===== config.mk =====
export PLATFORM = sky130hd
export DESIGN_NAME = axil_drm_mailbox_flat
export DESIGN_NICKNAME = d
export VERILOG_FILES = /design/src/rtl/axil_drm_pkg.sv /design/src/rtl/axil_drm_mailbox_if.sv /design/src/rtl/axil_drm_mailbox_act.sv /design/src/rtl/axil_drm_mailbox.sv /design/src/flat_wrapper.sv
export SDC_FILE = /design/constraint.sdc
export NUM_CORES = 1
export LEC_CHECK = 0
export BUFFER_PORTS_ARGS = -buffer_cell sky130_fd_sc_hd__clkbuf_2
export CAP_MARGIN = 0
export CORE_MARGIN = 2
export CORE_UTILIZATION = 55
export DETAILED_ROUTE_END_ITERATION = 6
export PLACE_DENSITY = 0.81
export SETUP_SLACK_MARGIN = 0.15
export SYNTH_ARGS = -nofsm -noshare
export SYNTH_HDL_FRONTEND = slang
export SYNTH_SLANG_ARGS = --single-unit

===== constraint.sdc =====
create_clock -name clk -period 13.2 [get_ports clk]
set_input_delay 0.66 -clock clk [delete_from_list [all_inputs] [get_ports clk]]
set_output_delay 0.66 -clock clk [all_outputs]
set_load 0.01 [all_outputs]

===== src/rtl/axil_drm_pkg.sv =====
// Shared constants, FSM encodings and reset helper for the DRM mailbox.
// Holds the register offsets, AXI response codes and the mailbox reset pattern.
package axil_drm_pkg;

  localparam int unsigned OFF_STATUS    = 32'h00;
  localparam int unsigned OFF_EVT_CNT   = 32'h04;
  localparam int unsigned OFF_MBOX_BASE = 32'h10;

  localparam logic [1:0] RESP_OKAY   = 2'b00;
  localparam logic [1:0] RESP_SLVERR = 2'b10;

  typedef enum logic {WR_IDLE, WR_RESP} wr_state_e;
  typedef enum logic {RD_IDLE, RD_DATA} rd_state_e;

  // Mailbox i resets to one byte pattern repeated across all lanes.
  function automatic logic [31:0] mbox_rst(input int unsigned i);
    logic [7:0] b;
    b = 8'(32'hAB + 32'h11 * i);
    return {4{b}};
  endfunction

endpackage


===== src/rtl/axil_drm_mailbox_if.sv =====
// AXI4-Lite bus bundle for the DRM mailbox (AW/W/B and AR/R channels).
// slave: register block side; master: host shell side.
interface axil_drm_mailbox_if #(
  parameter int unsigned ADDR_W = 16
);
  logic              awvalid;
  logic              awready;
  logic [ADDR_W-1:0] awaddr;
  logic              wvalid;
  logic              wready;
  logic [31:0]       wdata;
  logic [3:0]        wstrb;
  logic              bvalid;
  logic              bready;
  logic [1:0]        bresp;
  logic              arvalid;
  logic              arready;
  logic [ADDR_W-1:0] araddr;
  logic              rvalid;
  logic              rready;
  logic [31:0]       rdata;
  logic [1:0]        rresp;

  modport slave (
    input  awvalid, awaddr, wvalid, wdata, wstrb,
    input  bready, arvalid, araddr, rready,
    output awready, wready, bvalid, bresp,
    output arready, rvalid, rdata, rresp
  );

  modport master (
    output awvalid, awaddr, wvalid, wdata, wstrb,
    output bready, arvalid, araddr, rready,
    input  awready, wready, bvalid, bresp,
    input  arready, rvalid, rdata, rresp
  );
endinterface


===== src/rtl/axil_drm_mailbox_act.sv =====
// Two-stage activation compare: XOR against the expected code, then reduce.
// Ports: clk, areset, activation_code (128b in), activated (registered out).
module drm_activation_check #(
  parameter logic [127:0] EXP_ACT_CODE =
    128'h7E745E528F0CF2F36C304A2F18DB0CE0
) (
  input  logic         clk,
  input  logic         areset,
  input  logic [127:0] activation_code,
  output logic         activated
);
  logic [127:0] r_x;
  logic         r_nz;

  // r_nz keeps an all-zero code from ever activating, whatever EXP is.
  always_ff @(posedge clk or posedge areset) begin
    if (areset) begin
      r_x       <= '0;
      r_nz      <= 1'b0;
      activated <= 1'b0;
    end else begin
      r_x       <= activation_code ^ EXP_ACT_CODE;
      r_nz      <= |activation_code;
      activated <= ~|r_x & r_nz;
    end
  end
endmodule


===== src/rtl/axil_drm_mailbox.sv =====
// AXI4-Lite register block: STATUS, EVT_CNT and N_MBOX DRM-gated mailboxes.
// Ports: clk, areset, s_axi (slave bus), activation_code, activated, metering_event.
module axil_drm_mailbox
  import axil_drm_pkg::*;
#(
  parameter int unsigned  N_MBOX        = 3,
  parameter int unsigned  ADDR_W        = 16,
  parameter logic [127:0] EXP_ACT_CODE  =
    128'h7E745E528F0CF2F36C304A2F18DB0CE0,
  parameter bit           LOCK_INACTIVE = 1'b1,
  parameter logic [15:0]  DIAG_TAG      = 16'h06AE
) (
  input  logic                clk,
  input  logic                areset,
  axil_drm_mailbox_if.slave   s_axi,
  input  logic [127:0]        activation_code,
  output logic                activated,
  output logic                metering_event
);
  localparam int unsigned WW = ADDR_W - 2;
  localparam logic [WW-1:0] W_STATUS = WW'(OFF_STATUS >> 2);
  localparam logic [WW-1:0] W_EVT    = WW'(OFF_EVT_CNT >> 2);

  function automatic logic [WW-1:0] mb_word(input int unsigned i);
    return WW'((OFF_MBOX_BASE >> 2) + i);
  endfunction

  logic              r_live;
  wr_state_e         r_wst, w_wst_nxt;
  rd_state_e         r_rst, w_rst_nxt;
  logic              r_aw_hold, r_w_hold;
  logic [WW-1:0]     r_aw_word;
  logic [31:0]       r_wdata;
  logic [3:0]        r_wstrb;
  logic [1:0]        r_bresp;
  logic [31:0]       r_rdata;
  logic [1:0]        r_rresp;
  logic [31:0]       r_evt;
  logic [31:0]       r_mbox [N_MBOX];

  logic              w_awready, w_wready, w_bvalid;
  logic              w_arready, w_rvalid;
  logic              w_commit, w_ar_hs;
  logic              w_mb_lock;
  logic [1:0]        w_wr_resp, w_rd_resp;
  logic              w_wr_evt;
  logic [N_MBOX-1:0] w_wr_mb;
  logic [31:0]       w_rd_data;
  logic [WW-1:0]     w_ar_word;

  drm_activation_check #(
    .EXP_ACT_CODE(EXP_ACT_CODE)
  ) u_act (
    .clk            (clk),
    .areset         (areset),
    .activation_code(activation_code),
    .activated      (activated)
  );

  assign w_ar_word      = s_axi.araddr[ADDR_W-1:2];
  assign w_ar_hs        = s_axi.arvalid & w_arready;
  assign w_mb_lock      = LOCK_INACTIVE & ~activated;
  assign metering_event = w_ar_hs;

  assign s_axi.awready = w_awready;
  assign s_axi.wready  = w_wready;
  assign s_axi.bvalid  = w_bvalid;
  assign s_axi.bresp   = r_bresp;
  assign s_axi.arready = w_arready;
  assign s_axi.rvalid  = w_rvalid;
  assign s_axi.rdata   = r_rdata;
  assign s_axi.rresp   = r_rresp;

  // Holds readies low until the first edge after reset release.
  always_ff @(posedge clk or posedge areset) begin
    if (areset) r_live <= 1'b0;
    else        r_live <= 1'b1;
  end

  always_comb begin
    w_wst_nxt = r_wst;
    w_awready = 1'b0;
    w_wready  = 1'b0;
    w_bvalid  = 1'b0;
    w_commit  = 1'b0;
    unique case (r_wst)
      WR_IDLE: begin
        w_awready = r_live & ~r_aw_hold;
        w_wready  = r_live & ~r_w_hold;
        w_commit  = r_aw_hold & r_w_hold;
        if (w_commit) w_wst_nxt = WR_RESP;
      end
      WR_RESP: begin
        w_bvalid = 1'b1;
        if (s_axi.bready) w_wst_nxt = WR_IDLE;
      end
    endcase
  end

  always_comb begin
    w_rst_nxt = r_rst;
    w_arready = 1'b0;
    w_rvalid  = 1'b0;
    unique case (r_rst)
      RD_IDLE: begin
        w_arready = r_live;
        if (s_axi.arvalid & r_live) w_rst_nxt = RD_DATA;
      end
      RD_DATA: begin
        w_rvalid = 1'b1;
        if (s_axi.rready) w_rst_nxt = RD_IDLE;
      end
    endcase
  end

  always_comb begin
    w_wr_resp = RESP_SLVERR;
    w_wr_evt  = 1'b0;
    w_wr_mb   = '0;
    if (r_aw_word == W_EVT) begin
      w_wr_evt  = 1'b1;
      w_wr_resp = RESP_OKAY;
    end
    for (int unsigned i = 0; i < N_MBOX; i++) begin
      if (r_aw_word == mb_word(i) && !w_mb_lock) begin
        w_wr_mb[i] = 1'b1;
        w_wr_resp  = RESP_OKAY;
      end
    end
  end

  always_comb begin
    w_rd_data = {DIAG_TAG, 16'(s_axi.araddr)};
    w_rd_resp = RESP_SLVERR;
    if (w_ar_word == W_STATUS) begin
      w_rd_data = {31'b0, activated};
      w_rd_resp = RESP_OKAY;
    end
    if (w_ar_word == W_EVT) begin
      w_rd_data = r_evt;
      w_rd_resp = RESP_OKAY;
    end
    for (int unsigned i = 0; i < N_MBOX; i++) begin
      if (w_ar_word == mb_word(i)) begin
        w_rd_data = r_mbox[i];
        w_rd_resp = RESP_OKAY;
      end
    end
  end

  always_ff @(posedge clk or posedge areset) begin
    if (areset) begin
      r_wst     <= WR_IDLE;
      r_aw_hold <= 1'b0;
      r_w_hold  <= 1'b0;
      r_aw_word <= '0;
      r_wdata   <= '0;
      r_wstrb   <= '0;
      r_bresp   <= RESP_OKAY;
    end else begin
      r_wst <= w_wst_nxt;
      if (s_axi.awvalid & w_awready) begin
        r_aw_hold <= 1'b1;
        r_aw_word <= s_axi.awaddr[ADDR_W-1:2];
      end
      if (s_axi.wvalid & w_wready) begin
        r_w_hold <= 1'b1;
        r_wdata  <= s_axi.wdata;
        r_wstrb  <= s_axi.wstrb;
      end
      if (w_commit) begin
        r_aw_hold <= 1'b0;
        r_w_hold  <= 1'b0;
        r_bresp   <= w_wr_resp;
      end
    end
  end

  always_ff @(posedge clk or posedge areset) begin
    if (areset) begin
      for (int unsigned i = 0; i < N_MBOX; i++)
        r_mbox[i] <= mbox_rst(i);
    end else begin
      for (int unsigned i = 0; i < N_MBOX; i++)
        for (int unsigned b = 0; b < 4; b++)
          if (w_commit && w_wr_mb[i] && r_wstrb[b])
            r_mbox[i][8*b +: 8] <= r_wdata[8*b +: 8];
    end
  end

  // A clearing write landing on a read handshake wins over the increment.
  always_ff @(posedge clk or posedge areset) begin
    if (areset)                   r_evt <= '0;
    else if (w_commit & w_wr_evt) r_evt <= '0;
    else if (w_ar_hs)             r_evt <= r_evt + 32'd1;
  end

  always_ff @(posedge clk or posedge areset) begin
    if (areset) begin
      r_rst   <= RD_IDLE;
      r_rdata <= '0;
      r_rresp <= RESP_OKAY;
    end else begin
      r_rst <= w_rst_nxt;
      if (w_ar_hs) begin
        r_rdata <= w_rd_data;
        r_rresp <= w_rd_resp;
      end
    end
  end

endmodule


===== src/flat_wrapper.sv =====
// flat-port wrapper written by rule: the top's interface ports become plain ports
module axil_drm_mailbox_flat import axil_drm_pkg::*;
#(
  parameter int unsigned  N_MBOX        = 3,
  parameter int unsigned  ADDR_W        = 16,
  parameter logic [127:0] EXP_ACT_CODE  =
    128'h7E745E528F0CF2F36C304A2F18DB0CE0,
  parameter bit           LOCK_INACTIVE = 1'b1,
  parameter logic [15:0]  DIAG_TAG      = 16'h06AE
)
  (clk, areset, activation_code, activated, metering_event, s_axi_awvalid, s_axi_awaddr, s_axi_wvalid, s_axi_wdata, s_axi_wstrb, s_axi_bready, s_axi_arvalid, s_axi_araddr, s_axi_rready, s_axi_awready, s_axi_wready, s_axi_bvalid, s_axi_bresp, s_axi_arready, s_axi_rvalid, s_axi_rdata, s_axi_rresp);
  axil_drm_mailbox_if #(.ADDR_W(ADDR_W)) s_axi_i ();
  input  logic clk;
  input  logic areset;
  input  logic [127:0] activation_code;
  output logic activated;
  output logic metering_event;
  input wire logic [$bits(s_axi_i.awvalid)-1:0] s_axi_awvalid;
  input wire logic [$bits(s_axi_i.awaddr)-1:0] s_axi_awaddr;
  input wire logic [$bits(s_axi_i.wvalid)-1:0] s_axi_wvalid;
  input wire logic [$bits(s_axi_i.wdata)-1:0] s_axi_wdata;
  input wire logic [$bits(s_axi_i.wstrb)-1:0] s_axi_wstrb;
  input wire logic [$bits(s_axi_i.bready)-1:0] s_axi_bready;
  input wire logic [$bits(s_axi_i.arvalid)-1:0] s_axi_arvalid;
  input wire logic [$bits(s_axi_i.araddr)-1:0] s_axi_araddr;
  input wire logic [$bits(s_axi_i.rready)-1:0] s_axi_rready;
  output wire logic [$bits(s_axi_i.awready)-1:0] s_axi_awready;
  output wire logic [$bits(s_axi_i.wready)-1:0] s_axi_wready;
  output wire logic [$bits(s_axi_i.bvalid)-1:0] s_axi_bvalid;
  output wire logic [$bits(s_axi_i.bresp)-1:0] s_axi_bresp;
  output wire logic [$bits(s_axi_i.arready)-1:0] s_axi_arready;
  output wire logic [$bits(s_axi_i.rvalid)-1:0] s_axi_rvalid;
  output wire logic [$bits(s_axi_i.rdata)-1:0] s_axi_rdata;
  output wire logic [$bits(s_axi_i.rresp)-1:0] s_axi_rresp;
  assign s_axi_i.awvalid = s_axi_awvalid;
  assign s_axi_i.awaddr = s_axi_awaddr;
  assign s_axi_i.wvalid = s_axi_wvalid;
  assign s_axi_i.wdata = s_axi_wdata;
  assign s_axi_i.wstrb = s_axi_wstrb;
  assign s_axi_i.bready = s_axi_bready;
  assign s_axi_i.arvalid = s_axi_arvalid;
  assign s_axi_i.araddr = s_axi_araddr;
  assign s_axi_i.rready = s_axi_rready;
  assign s_axi_awready = s_axi_i.awready;
  assign s_axi_wready = s_axi_i.wready;
  assign s_axi_bvalid = s_axi_i.bvalid;
  assign s_axi_bresp = s_axi_i.bresp;
  assign s_axi_arready = s_axi_i.arready;
  assign s_axi_rvalid = s_axi_i.rvalid;
  assign s_axi_rdata = s_axi_i.rdata;
  assign s_axi_rresp = s_axi_i.rresp;
  axil_drm_mailbox #(.N_MBOX(N_MBOX), .ADDR_W(ADDR_W), .EXP_ACT_CODE(EXP_ACT_CODE), .LOCK_INACTIVE(LOCK_INACTIVE), .DIAG_TAG(DIAG_TAG)) u_core (.clk(clk), .areset(areset), .s_axi(s_axi_i), .activation_code(activation_code), .activated(activated), .metering_event(metering_event));
endmodule

Word level (Yosys, flattened, before mapping) --
Cells that the tools add are included.
Operators by class: add/sub/neg operators 1, equality and inequality tests 8, multiplexer cells 36, bitwise operators 14, reductions and logical operators 25
Operators by type and width (number):
- 128-bit OR reduction | 2
- 32-bit two-way mux | 6
- 14-bit by 3-bit equality test with 1-bit output (second input constant) | 6
- 63-bit inverter | 1
- 32-bit by 1-bit adder with 32-bit output (second input constant) | 1
- 14-bit by 1-bit equality test with 1-bit output (second input constant) | 2
- 27-bit two-way mux | 1
- 1-bit logical AND | 18
- 1-bit two-way mux | 18
- 2-bit two-way mux | 9
- 14-bit zero test | 1
- 1-bit AND | 9
- 2-bit nonzero test | 3
- 1-bit inverter | 4
- 1-bit one-hot mux with 2 select lines | 2
- 1-bit zero test | 1
Word-level totals: register bits after elaboration 349, input port bits 203, output and inout bits 43, word-level logic and storage cells 111

Logic depth before layout (Yosys ltp) --
depth in word-level cells 6, mapped depth 7, depth with buffers taken out 6

Hierarchy --
Synthesis repeated with hierarchy kept, for this count alone.
Second synthesis, totals: cells, all modules 1079, area, all modules 13908.3 um^2
Modules (own cells, without submodules):
- axil_drm_mailbox | times used 1, cells each 798, area an instance 9855.7 um^2, sequential area each 5505.3 um^2
- drm_activation_check | times used 1, cells each 281, area an instance 4052.6 um^2, sequential area each 3253.1 um^2

Worst setup path before layout --
OpenSTA, ideal clock, no wires.
path type input-to-reg, start point input port s_axi_araddr[11], end point register u_core.r_rdata[3], in the netlist u_core.s_axi.rdata[3], arrival 2.013 ns, data required time 13.062 ns, setup slack 11.049 ns, stages on the path 5, buffers on the path 1, path through nor4_4 > nand4_1 > o21ai_1 > buf_2 > o221ai_1
Between the ends: word-level cells in the longest chain between the ends 6, elaborated cells between the ends (all ways) 10, those cells by class eq/ne: 4; mux: 5; reduce/logical: 1
RTL lines:
- start: declaration | RTL line flat_wrapper.sv:25 | input wire logic [$bits(s_axi_i.araddr)-1:0] s_axi_araddr;
- 14-bit zero test | RTL line axil_drm_mailbox.sv:135 | if (w_ar_word == W_STATUS) begin
- 27-bit two-way mux | RTL line axil_drm_mailbox.sv:135
- 32-bit two-way mux | RTL line axil_drm_mailbox.sv:139 | if (w_ar_word == W_EVT) begin
- 32-bit two-way mux (2 in a row) | RTL line axil_drm_mailbox.sv:144 | if (w_ar_word == mb_word(i)) begin
- 32-bit two-way mux (*) | RTL line axil_drm_mailbox.sv:144
- end signal: assignment | RTL line axil_drm_mailbox.sv:206 | r_rdata <= w_rd_data;
- end: declaration | RTL line axil_drm_mailbox.sv:36 | logic [31:0] r_rdata;
Every way passes the cells marked *; elsewhere a longest branch is shown, timed or not. A chain may end at the register's enable or synchronous reset.

Final worst setup path --
start point input port s_axi_araddr[7], end point register u_core.r_rdata[4], in the netlist u_core.s_axi.rdata[4]
Same word-level chain as after synthesis.

==> summary.json <==
{
  "yosys": {
    "ys_warn_count": 0,
    "syn-mean-instance-area_sq_um": 12.9,
    "post_synth_edffs": 0,
    "synth_seq_area_share_pct": 63.7,
    "yosys.cell_types.count": 61,
    "synth_instances": 1063,
    "synth-main-ff-cell": "sky130_fd_sc_hd__dfrtp_1",
    "async_reset_ff_share_pct": 100,
    "post-synth-top-count-cell": "sky130_fd_sc_hd__dfrtp_1",
    "yosys-top-cells-area": "sky130_fd_sc_hd__dfrtp_1 (52%), sky130_fd_sc_hd__mux2_2 (12%), sky130_fd_sc_hd__dfstp_2 (11%)",
    "synth_top_area_share_pct": 52.2,
    "ys_top_cells_by_count": "sky130_fd_sc_hd__dfrtp_1 (287), sky130_fd_sc_hd__mux2_2 (152), sky130_fd_sc_hd__nor4_1 (76), sky130_fd_sc_hd__inv_1 (70), sky130_fd_sc_hd__dfstp_2 (60)",
    "ys_seq_elements": 347,
    "leading_area_contributor_after_synthesis": "sky130_fd_sc_hd__dfrtp_1",
    "mapped_area_sq_mm": 0.0137
  },
  "drt": {
    "remaining_drc_errors": 0,
    "routed_wirelength_um": 34200,
    "ant_nets_after_route": 0,
    "routed_wire_length_per_instance_um": 20.6,
    "drt-pass1-iter-count": 5,
    "drt-initial-drc-count": 949,
    "routed-via-count": 9795,
    "routed_via_density": 5.90
  },
  "timing": {
    "fin_worst_skew_ns": 0.0257,
    "setup-tns-final_ns": 0,
    "final_report_hold_violation_count": 0,
    "finalCriticalPeriod_ns": 3.47,
    "rsz0062_at_grt": "no",
    "share_of_the_clock_period_used_by_the_worst_path_after_layout_pct": 26.3,
    "timing_max_transition_violations_final": 0,
    "max_freq_mhz": 289,
    "max_slew_margin_pct": 20.6,
    "worstMarginPinSlew_ns": 1.19,
    "setup_viol_count_final": 0
  },
  "global_route": {
    "initial_antenna_violation_count": 2,
    "grtUsageTotal_pct": 26.5,
    "grt_pass1_wl_um": 53400,
    "grt_max_degree": 203,
    "gr-total-overflow": 0,
    "first_global_vias": 9946
  },
  "run_status": {
    "outcome": "finished, final reports clean"
  },
  "critical_path": {
    "r2r_end": "u_core.r_mbox[82]",
    "critical_path_required_ns": 13.60,
    "startpoint_type": "input port",
    "critical_path_class": "input port to flip-flop",
    "endpoint_kind": "flip-flop",
    "crit_fanout": 16,
    "timing.reg2reg.setup_slack_ns": 10.31,
    "critical_path.reg2reg.startpoint": "u_core.r_aw_word[5]",
    "r2r.worst_path.cells": 5,
    "cp.arrival_ns": 3.87
  },
  "layout": {
    "final_layout_size_suffix_gt1_share_pct": 40.0,
    "num-fill-cells": 1783,
    "multiInputGateArea_sq_mm": 0.00457,
    "flow.area_growth_from_synthesis_pct": 19.4,
    "sequential_cell_area_sq_mm": 0.00876,
    "final_net_count": 1515
  },
  "worst_hold_path": {
    "hold_path_depth": 1,
    "holdCritPathClass": "input port to flip-flop",
    "min_to": "u_core.u_act.r_x[72]",
    "min-delay-start": "activation_code[72]"
  },
  "die": {
    "coreArea_sq_mm": 0.0245,
    "std_cell_rows": 57,
    "io_pins": 246,
    "die_h_um": 162,
    "floorplan.initialDensity_pct": 56.2,
    "die-width_um": 162,
    "design.die.area_sq_mm": 0.0263
  },
  "place": {
    "port_buffers": 241,
    "routabilityCongestion": 0.940,
    "dp_hpwl_um": 23600
  },
  "clocking": {
    "tritoncts": "yes",
    "htree_num_levels": 2,
    "cts_resized": 0,
    "cts_post_setup_buffers_inserted": 0,
    "clk_root_buffer_cell": "sky130_fd_sc_hd__clkbuf_16",
    "clkSinkCount": 347,
    "holdBufCountCts": 0,
    "clk_path_buf_depth": 3,
    "clk-insertion-delay-late_ns": 0.52,
    "cts_inserted_buffers": 35,
    "cts.clk_slew.worst_paths_ns": 0.07
  },
  "power": {
    "total_power_mw": 2.56,
    "leakage_nw": 7.62,
    "power_density_mw_per_mm2": 156,
    "worst_ir_drop_vdd_uv": 99.6
  },
  "run": {
    "max_cap_violations": 0
  }
}
flip-flops by register name, summed over array words and instances (netlist names), 4 cells and up:
| signal | cells |
|---|---|
| u_core.r_aw_word | 14 |
| u_core.r_wdata | 32 |
| u_core.r_wstrb | 4 |
| u_core.u_act.r_x | 128 |
| u_core.r_evt | 32 |
| u_core.r_mbox | 96 |
| u_core.s_axi.rdata | 32 |
per-layer routing:
metal | up-vias | share of wire, % | wire [um] | track usage (%)
met3 | 90 | 7.9 | 2700 | 5.95
met5 | - | 0.047 | 16 | 0
met2 | 486 | 50 | 17100 | 44.9
met4 | 2 | 3.3 | 1130 | 10.9
met1 | 4892 | 39 | 13200 | 33.3
li1 | 4325 | - | - | -
where the power goes:
| part | switching, mW | internal [mW] |
|---|---|---|
| Combinational | 0.141 | 0.142 |
| Sequential | 0.111 | 1.19 |
| Clock | 0.397 | 0.579 |
| Total | 0.649 | 1.91 |
area by class of cell:
cell class	count	share of cell area, %
clock inverter	7	0.472
multi-input combinational	609	27.8
tap	324	2.47
timing repair buffer	247	7.70
antenna	1	0.0152
sequential	347	53.3
inverter	71	1.67
clock buffer	55	6.53
worst max-delay path by stage:
stage	startpoint	depth (start not counted)	slack, ns	endpoint
3_5_place_dp	s_axi_araddr[7]	7	9.30	u_core.s_axi.rdata[5]
2_1_floorplan	areset	1	3.02	u_core.r_aw_hold
4_1_cts	s_axi_araddr[7]	6	9.79	u_core.s_axi.rdata[4]
3_3_place_gp	s_axi_araddr[7]	6	9.40	u_core.s_axi.rdata[2]
5_1_grt	s_axi_araddr[7]	6	9.60	u_core.s_axi.rdata[4]
6_report	s_axi_araddr[7]	6	9.73	u_core.s_axi.rdata[4]
layout by cell type (no fill, tap or decap), types with 11 or more instances in the layout:
cell type                   instances
sky130_fd_sc_hd__dfrtp_1          287
sky130_fd_sc_hd__clkbuf_2         241
sky130_fd_sc_hd__mux2_2           152
sky130_fd_sc_hd__nor4_1            75
sky130_fd_sc_hd__inv_1             69
sky130_fd_sc_hd__dfstp_2           60
sky130_fd_sc_hd__nand2_1           49
sky130_fd_sc_hd__nor2_1            48
sky130_fd_sc_hd__nand4_1           37
sky130_fd_sc_hd__clkbuf_16         36
sky130_fd_sc_hd__o21ai_0           33
sky130_fd_sc_hd__a21oi_1           27
sky130_fd_sc_hd__xnor2_1           19
sky130_fd_sc_hd__nand3_1           16
sky130_fd_sc_hd__nor3_1            14
sky130_fd_sc_hd__o221ai_1          13
sky130_fd_sc_hd__xor2_1            12
sky130_fd_sc_hd__a221oi_1          11
critical path, cell delays in order:
cell and delay [ns]:
sky130_fd_sc_hd__clkbuf_2 0.13, sky130_fd_sc_hd__nor3_2 0.89, sky130_fd_sc_hd__nand4_1 0.61, sky130_fd_sc_hd__o21ai_1 1.07, sky130_fd_sc_hd__nor3_1 0.17, sky130_fd_sc_hd__a221o_1 0.32
kinds of logic (layout without fill, tap and decap cells):
logic type	after synthesis	count (layout)	share of synthesized area, %
buf+inv	108	380	3.17
simple gates	292	292	12.0
other cells	2	4	0.0546
flops	347	347	63.7
compound gates	121	121	5.82
mux	161	161	13.1
xor+xnor	31	31	1.97
fa+ha+maj	1	1	0.0910
stage by stage:
| step | hold WS [ns] | area (sq um) | setup WS (ns) | utilization (%) | instances |
|---|---|---|---|---|---|
| after floorplan | 0.460 | 13800 | 3.02 | - | 1064 |
| after global placement | 0.463 | 15300 | 9.40 | 62.4 | 1598 |
| after detailed placement | 0.470 | 15300 | 9.30 | 62.4 | 1598 |
| after CTS | 0.244 | 16400 | 9.79 | 67.1 | 1660 |
| after global routing | 0.242 | 16400 | 9.60 | 67.1 | 1660 |
| final | 0.257 | 16400 | 9.73 | 67.1 | 1661 |
(Power assumes the default switching activity.)
